==> config.mk <==
export PLATFORM = sky130hd
export DESIGN_NAME = tfe_latency_probe
export DESIGN_NICKNAME = d
export VERILOG_FILES = /design/src/rtl/tfe_latency_probe.sv
export SDC_FILE = /design/constraint.sdc
export NUM_CORES = 1
export LEC_CHECK = 0
export CAP_MARGIN = 20
export CORE_ASPECT_RATIO = 0.5
export CORE_UTILIZATION = 35
export DETAILED_ROUTE_END_ITERATION = 8
export PLACE_DENSITY = 0.67
export SETUP_SLACK_MARGIN = 0.05
export SLEW_MARGIN = 0
export SYNTH_ARGS = -nofsm -noshare
export SYNTH_HDL_FRONTEND = slang
export SYNTH_SLANG_ARGS = --single-unit
==> constraint.sdc <==
create_clock -name clk -period 4 [get_ports clk]
set_input_delay 1 -clock clk [delete_from_list [all_inputs] [get_ports clk]]
set_output_delay 1 -clock clk [all_outputs]
set_load 0.005 [all_outputs]
==> src/rtl/tfe_latency_probe.sv <==
// Interval probe: timestamps a start pulse, measures the distance to the matching stop,
// flags intervals of a full timestamp period or more, and keeps saturating totals of accepted results.
module tfe_latency_probe #(
    parameter int TIME_W = 34,
    parameter int ACC_W  = 48,
    parameter int CNT_W  = 16
) (
    input  logic              clk,
    input  logic              rst,
    input  logic [TIME_W-1:0] i_time,
    input  logic              i_start,
    input  logic              i_stop,
    input  logic              i_clear,
    input  logic              i_ready,
    output logic              o_valid,
    output logic [TIME_W-1:0] o_elapsed,
    output logic              o_ovf,
    output logic              o_busy,
    output logic [ACC_W-1:0]  o_total,
    output logic [CNT_W-1:0]  o_count
);

    typedef enum logic [1:0] {
        IDLE,
        RUN,
        HOLD
    } state_t;

    state_t            state;
    logic [TIME_W-1:0] start_reg;

    logic [TIME_W-1:0] elapsed_next;
    logic              wrapped;
    logic              handshake;
    logic [ACC_W:0]    total_sum;
    logic [ACC_W-1:0]  total_next;
    logic [CNT_W-1:0]  count_next;

    // Modular subtraction gives the interval directly, including across timestamp wrap.
    // Any return of i_time to start_reg while running means a full period has elapsed.
    always_comb begin
        elapsed_next = i_time - start_reg;
        wrapped      = (i_time == start_reg);
        handshake    = (state == HOLD) && i_ready;
    end

    // One extra accumulator bit catches the carry so the total clamps instead of wrapping.
    always_comb begin
        total_sum  = {1'b0, o_total} + (ACC_W + 1)'(o_elapsed);
        total_next = total_sum[ACC_W] ? '1 : total_sum[ACC_W-1:0];
        count_next = (&o_count) ? o_count : o_count + CNT_W'(1);
    end

    always_ff @(posedge clk or negedge rst) begin
        if (!rst) begin
            state     <= IDLE;
            start_reg <= '0;
            o_valid   <= 1'b0;
            o_elapsed <= '0;
            o_ovf     <= 1'b0;
            o_busy    <= 1'b0;
            o_total   <= '0;
            o_count   <= '0;
        end else if (i_clear) begin
            // Clear wins over everything, including a pending handshake.
            state   <= IDLE;
            o_valid <= 1'b0;
            o_busy  <= 1'b0;
            o_ovf   <= 1'b0;
            o_total <= '0;
            o_count <= '0;
        end else begin
            case (state)
                IDLE: begin
                    if (i_start) begin
                        start_reg <= i_time;
                        o_ovf     <= 1'b0;
                        o_busy    <= 1'b1;
                        state     <= RUN;
                    end
                end
                RUN: begin
                    if (wrapped) begin
                        o_ovf <= 1'b1;
                    end
                    if (i_stop) begin
                        o_elapsed <= elapsed_next;
                        o_valid   <= 1'b1;
                        o_busy    <= 1'b0;
                        state     <= HOLD;
                    end
                end
                HOLD: begin
                    if (handshake) begin
                        o_valid <= 1'b0;
                        o_total <= total_next;
                        o_count <= count_next;
                        state   <= IDLE;
                    end
                end
                default: begin
                    o_valid <= 1'b0;
                    o_busy  <= 1'b0;
                    state   <= IDLE;
                end
            endcase
        end
    end

endmodule
# Yosys cells after proc, flatten, opt, wreduce, memory -nomap -nowiden
# Cells that the tools add are included.
# W data, S select, Z words.
[classes] add_sub_neg=3 eq_ne=10 n_mux=25 n_bitwise=1 reduce_logical=14
[ops] operator="$mux W48" n=4
[ops] operator="$mux W16" n=4
[ops] operator="$add A48 B34 Y49" n=1
[ops] operator="$eq A34 B34 Y1" n=1
[ops] operator="$sub A34 B34 Y34" n=1
[ops] operator="$reduce_and A3 Y1" n=7
[ops] operator="$add A16 B1 Y16 const B" n=1
[ops] operator="$reduce_and A16 Y1" n=1
[ops] operator="$ne A3 B3 Y1 const B" n=4
[ops] operator="$mux W1" n=9
[ops] operator="$mux W2" n=4
[ops] operator="$ne A2 B2 Y1 const B" n=3
[ops] operator="$pmux W1 S3" n=2
[ops] operator="$pmux W2 S3" n=1
[ops] operator="$reduce_bool A2 Y1" n=2
[ops] operator="$reduce_bool A3 Y1" n=1
[ops] operator="$eq A2 B1 Y1 const B" n=1
[ops] operator="$eq A2 B2 Y1 const B" n=1
[ops] operator="$logic_not A2 Y1" n=1
[ops] operator="$pmux W1 S2" n=1
[ops] operator="$reduce_and A2 Y1" n=1
[ops] operator="$logic_and A1 B1 Y1" n=1
[ops] operator="$not A1 Y1" n=1
[word_totals] reg_bits=137 output_inout_bits=101 wordCells=61

# Depth between registers and ports, before layout
[depth] ltp_word=5 mapped_depth=12

# Worst setup path before layout
# Ideal clock, no wire load.
[synth_timing] kind="input-to-reg" from="input i_time[4]" to="register o_elapsed[33]" arrival_time_ns=3.419 setup_slack_ns=0.513 cell_stages=10 cell_sequence="ha_1 > a21o_1 > or3_4 > o2111ai_2 > a32oi_2 > a22o_1 > a31oi_4 > o21ai_2 > or4_1 > nand3_1"
[synth_between] elab_chain_len=1
[synth_lines] item="from (decl)" line_no="10" source="input logic [TIME_W-1:0] i_time,"
[synth_lines] item="$sub A34 B34 Y34" line_no="42" source="elapsed_next = i_time - start_reg;"
[synth_lines] item="to (signal assigned)" line_no="87" source="o_elapsed <= elapsed_next;"
[synth_lines] item="to (decl)" line_no="16" source="output logic [TIME_W-1:0] o_elapsed,"
# Every way passes these cells.
# A chain may end at the register's enable or synchronous reset.

# Worst setup path after layout
[layout_timing] from="input i_time[7]" to="register o_elapsed[30]"
# The elaborated chain is that of the path after synthesis.

==> flow_summary.toml <==
[floorplanning]
io-pin-count = 141
fp.coreArea_mm2 = 0.0254
starting_density_pct = 36.0
dieHeight_um = 116
rows = 41
die_w_um = 231
die_area_mm2 = 0.0269

[worst_setup_path]
critical-path-top-cell-by-count = "o21ai_0"
setup_crit_path_kind = "input pin to register"
timing.critical_path.slowest_cell_delay_ns = 0.44
critical_path_arrival_ns = 3.97
worstRegToRegCells = 12
cp.depth = 12
timing.critical_path.max_delay_family = "compound AO/OA/AOI/OAI gates"
timing.critical_path.cells = "clkdlybuf4s50_1 -> ha_1 -> a211oi_1 -> o21ai_0 -> a221oi_1 -> o21ai_0 -> buf_4 -> o21ai_0 -> a31oi_1 -> o211ai_1 -> nor3_1 -> or3b_2"
critical_path.startpoint_type = "input pin"
largest_fanout_on_the_critical_path = 5
sum_of_buffers_and_inverters_on_the_critical_path = 2
endpoint_kind = "register"
highest_delay_cell_along_the_critical_path = "or3b_2"
worst-endpoint-required_ns = 4.30

[cells_and_area]
final_cell_mix = "clkdlybuf4s50_1 (138), dfrtp_1 (137), nand2_1 (127)"
finish.net_count = 1325
largest_register_ff_count = 48
layout-area-overhead-vs-synth_pct = 26.5
final_common_cell = "clkdlybuf4s50_1"
antennaDiodeCount = 0
drive_above_1_share_pct = 6.44

[pwr]
power.clock.fraction_pct = 27.6
power.leakage_uw = 0.00504
p_comb_share_pct = 37.9
sequentialPowerShare_pct = 34.4
power.net_switching_uw = 2050
power_per_cell_area_mw_per_mm2 = 477
peakVddDrop_mv = 0.345
sw_frac_of_total_pct = 37.1
power_report.internal_total_uw = 3480

[detailed_routing]
routed_wirelength_mm = 26.3
drt_first_iter_violations = 499
vias = 8339
vias_per_cell = 5.31
post_detailed_route_wirelength_per_cell_um = 16.7
drt-pass1-iter-count = 5
post-route-drc-count = 0
route.antenna.remaining_nets = 0

[clock_network]
postCtsSetupRepairBufs = 0
cts_root_buf = "clkbuf_16"
worstSkewPairLatency_ns = 0.43
cts_tree = "yes"
clock_path_buffers = 2
cells_resized_by_post_cts_repair = 0
htree_levels = 4
cts_made_buffers = 17
clkSinkCount = 137
hold_buf_cts = 0
clk_transition_reported_paths_ns = 0.06

[flow_run]
cap_viol_max_count = 0

[grt]
wire_length_of_the_first_global_routing_pass_mm = 41.8
grt.overflow.total = 0
antenna_found_initial = 0
grtUsageTotal_pct = 19.8
grt_pass1_vias = 7782
grt_max_degree = 76

[status]
outcome = "finished, final reports clean"

[timing]
setup_viol_count_final = 0
fin_hold_ws_ns = 0.534
timing.final.crit_share_pct = 91.6
maxClockFrequency_ghz = 0.273
timing_worst_slew_pin_value_ns = 0.721
timing.final.hold_violations = 0
worst_slack_ns = 0.336
finalCriticalPeriod_ns = 3.66
relative_slew_margins_pct = 51.9
setup_total_negative_slack_ns = 0
rsz0062_at_grt = "no"
drv_slew = 0
skew_ns = 0.0119

[synth]
yosys.area.top_type_share_pct = 37.4
synthCells = 1076
synth_seq_area_share_pct = 37.4
synthDominantAreaCellType = "dfrtp_1"
syn-num-nets = 1186
ys_warn_count = 0
post_synth_edffs = 0
avg_inst_size_synth_um2 = 8.52
synth.top_cells.by_area = "dfrtp_1 (37%), ha_1 (9.3%), o21ai_0 (6.1%), nand2_1 (5.2%), nor2_1 (4.0%)"
synthesis.area_mm2 = 0.00917
synth.ff_latch_count = 137
netlist-cell-type-count = 65
async_flop_share_pct = 100
synthFlopType = "dfrtp_1"

[place]
number_of_i_o_port_buffers = 140
hpwlAfterDp_mm = 20.1
routabilityCongestion = 0.904
worst_setup_timing_slack_at_the_placement_stage_ns = -0.115

[min_path]
worst_hold_path_type = "register to register"
cells_on_worst_hold_path = 1
cells by family (layout without fill, tap and decap cells):
family	count (synthesis)	after routing	share of synthesized area (%)
flip-flops	137	137	37.4
XOR/XNOR	70	70	6.69
AO/OA/AOI/OAI	337	337	23.4
buffers and inverters	104	255	4.33
multiplexers	8	8	0.915
adder cells (fa/ha/maj)	70	70	9.72
AND/OR/NAND/NOR	350	350	17.6
final timing paths:
check | start | slack, ns | to
setup / recovery | i_time[7] | 0.34 | o_elapsed[30]$_DFFE_PN0P_
hold / removal | start_reg[33]$_DFFE_PN0P_ | 0.53 | start_reg[33]$_DFFE_PN0P_
setup reg to reg | o_elapsed[0]$_DFFE_PN0P_ | 0.41 | o_total[27]$_DFFE_PN0P_
hold reg to reg | start_reg[33]$_DFFE_PN0P_ | 0.53 | start_reg[33]$_DFFE_PN0P_
max in group asynchronous | rst | 2.63 | o_ovf$_DFFE_PN0P_
min in group asynchronous | rst | 0.55 | start_reg[9]$_DFFE_PN0P_
synthesized netlist by cell type, drive strengths merged, types with 12 or more instances:
| cell | instances |
|---|---|
| a211oi | 19 |
| nand3 | 26 |
| dfrtp | 137 |
| nand4 | 16 |
| nor2 | 98 |
| and3 | 13 |
| nor3 | 18 |
| nand2 | 127 |
| o21a | 12 |
| clkbuf | 38 |
| xor2 | 34 |
| a31oi | 12 |
| a311oi | 23 |
| inv | 57 |
| a21o | 26 |
| xnor2 | 36 |
| o21ai | 114 |
| a21oi | 72 |
| ha | 68 |
through the flow:
stage | utilization (%) | cells | power, uW | cell area [um^2]
after floorplan | - | 1076 | 3090 | 9170
after global placement | 43.4 | 1540 | 3970 | 11000
after detailed placement | 43.4 | 1540 | 4000 | 11000
after CTS | 45.6 | 1571 | 5550 | 11600
after global routing | 45.6 | 1571 | 5870 | 11600
final | 45.6 | 1571 | 5530 | 11600
cell type report:
class	instances	area (um^2)
clock buffer	18	439
inverter	57	214
tap	344	430
multi-input combinational	835	5350
sequential	137	3430
timing repair buffer	167	1610
fill	2458	13800
clock inverter	13	120
worst register-to-register path: cells and delay by family (launching register included):
| kind | cells | cell delay (ns) |
|---|---|---|
| AOI/OAI and AO/OA | 6 | 1.44 |
| adders and majority gates | 2 | 0.53 |
| buffers and inverters | 2 | 0.38 |
| DFF | 1 | 0.50 |
| and+or+nand+nor | 2 | 0.64 |
metal layers:
layer	track usage [%]	vias to the layer above	share of wire, %
met5	0	-	0
met4	5.17	0	1.3
met3	3.17	24	3.8
met2	31.9	156	46
met1	27.8	4012	49
li1	-	4147	-
power by group through the flow:
stage               Clock (uW)  Combinational, uW  Sequential [uW]
floorplan                    0               1300             1800
CTS                       1550               2100             1900
detailed placement           0               2080             1920
global route              1620               2330             1920
global placement             0               2050             1910
finish                    1530               2100             1900
(Power assumes the default switching activity.)
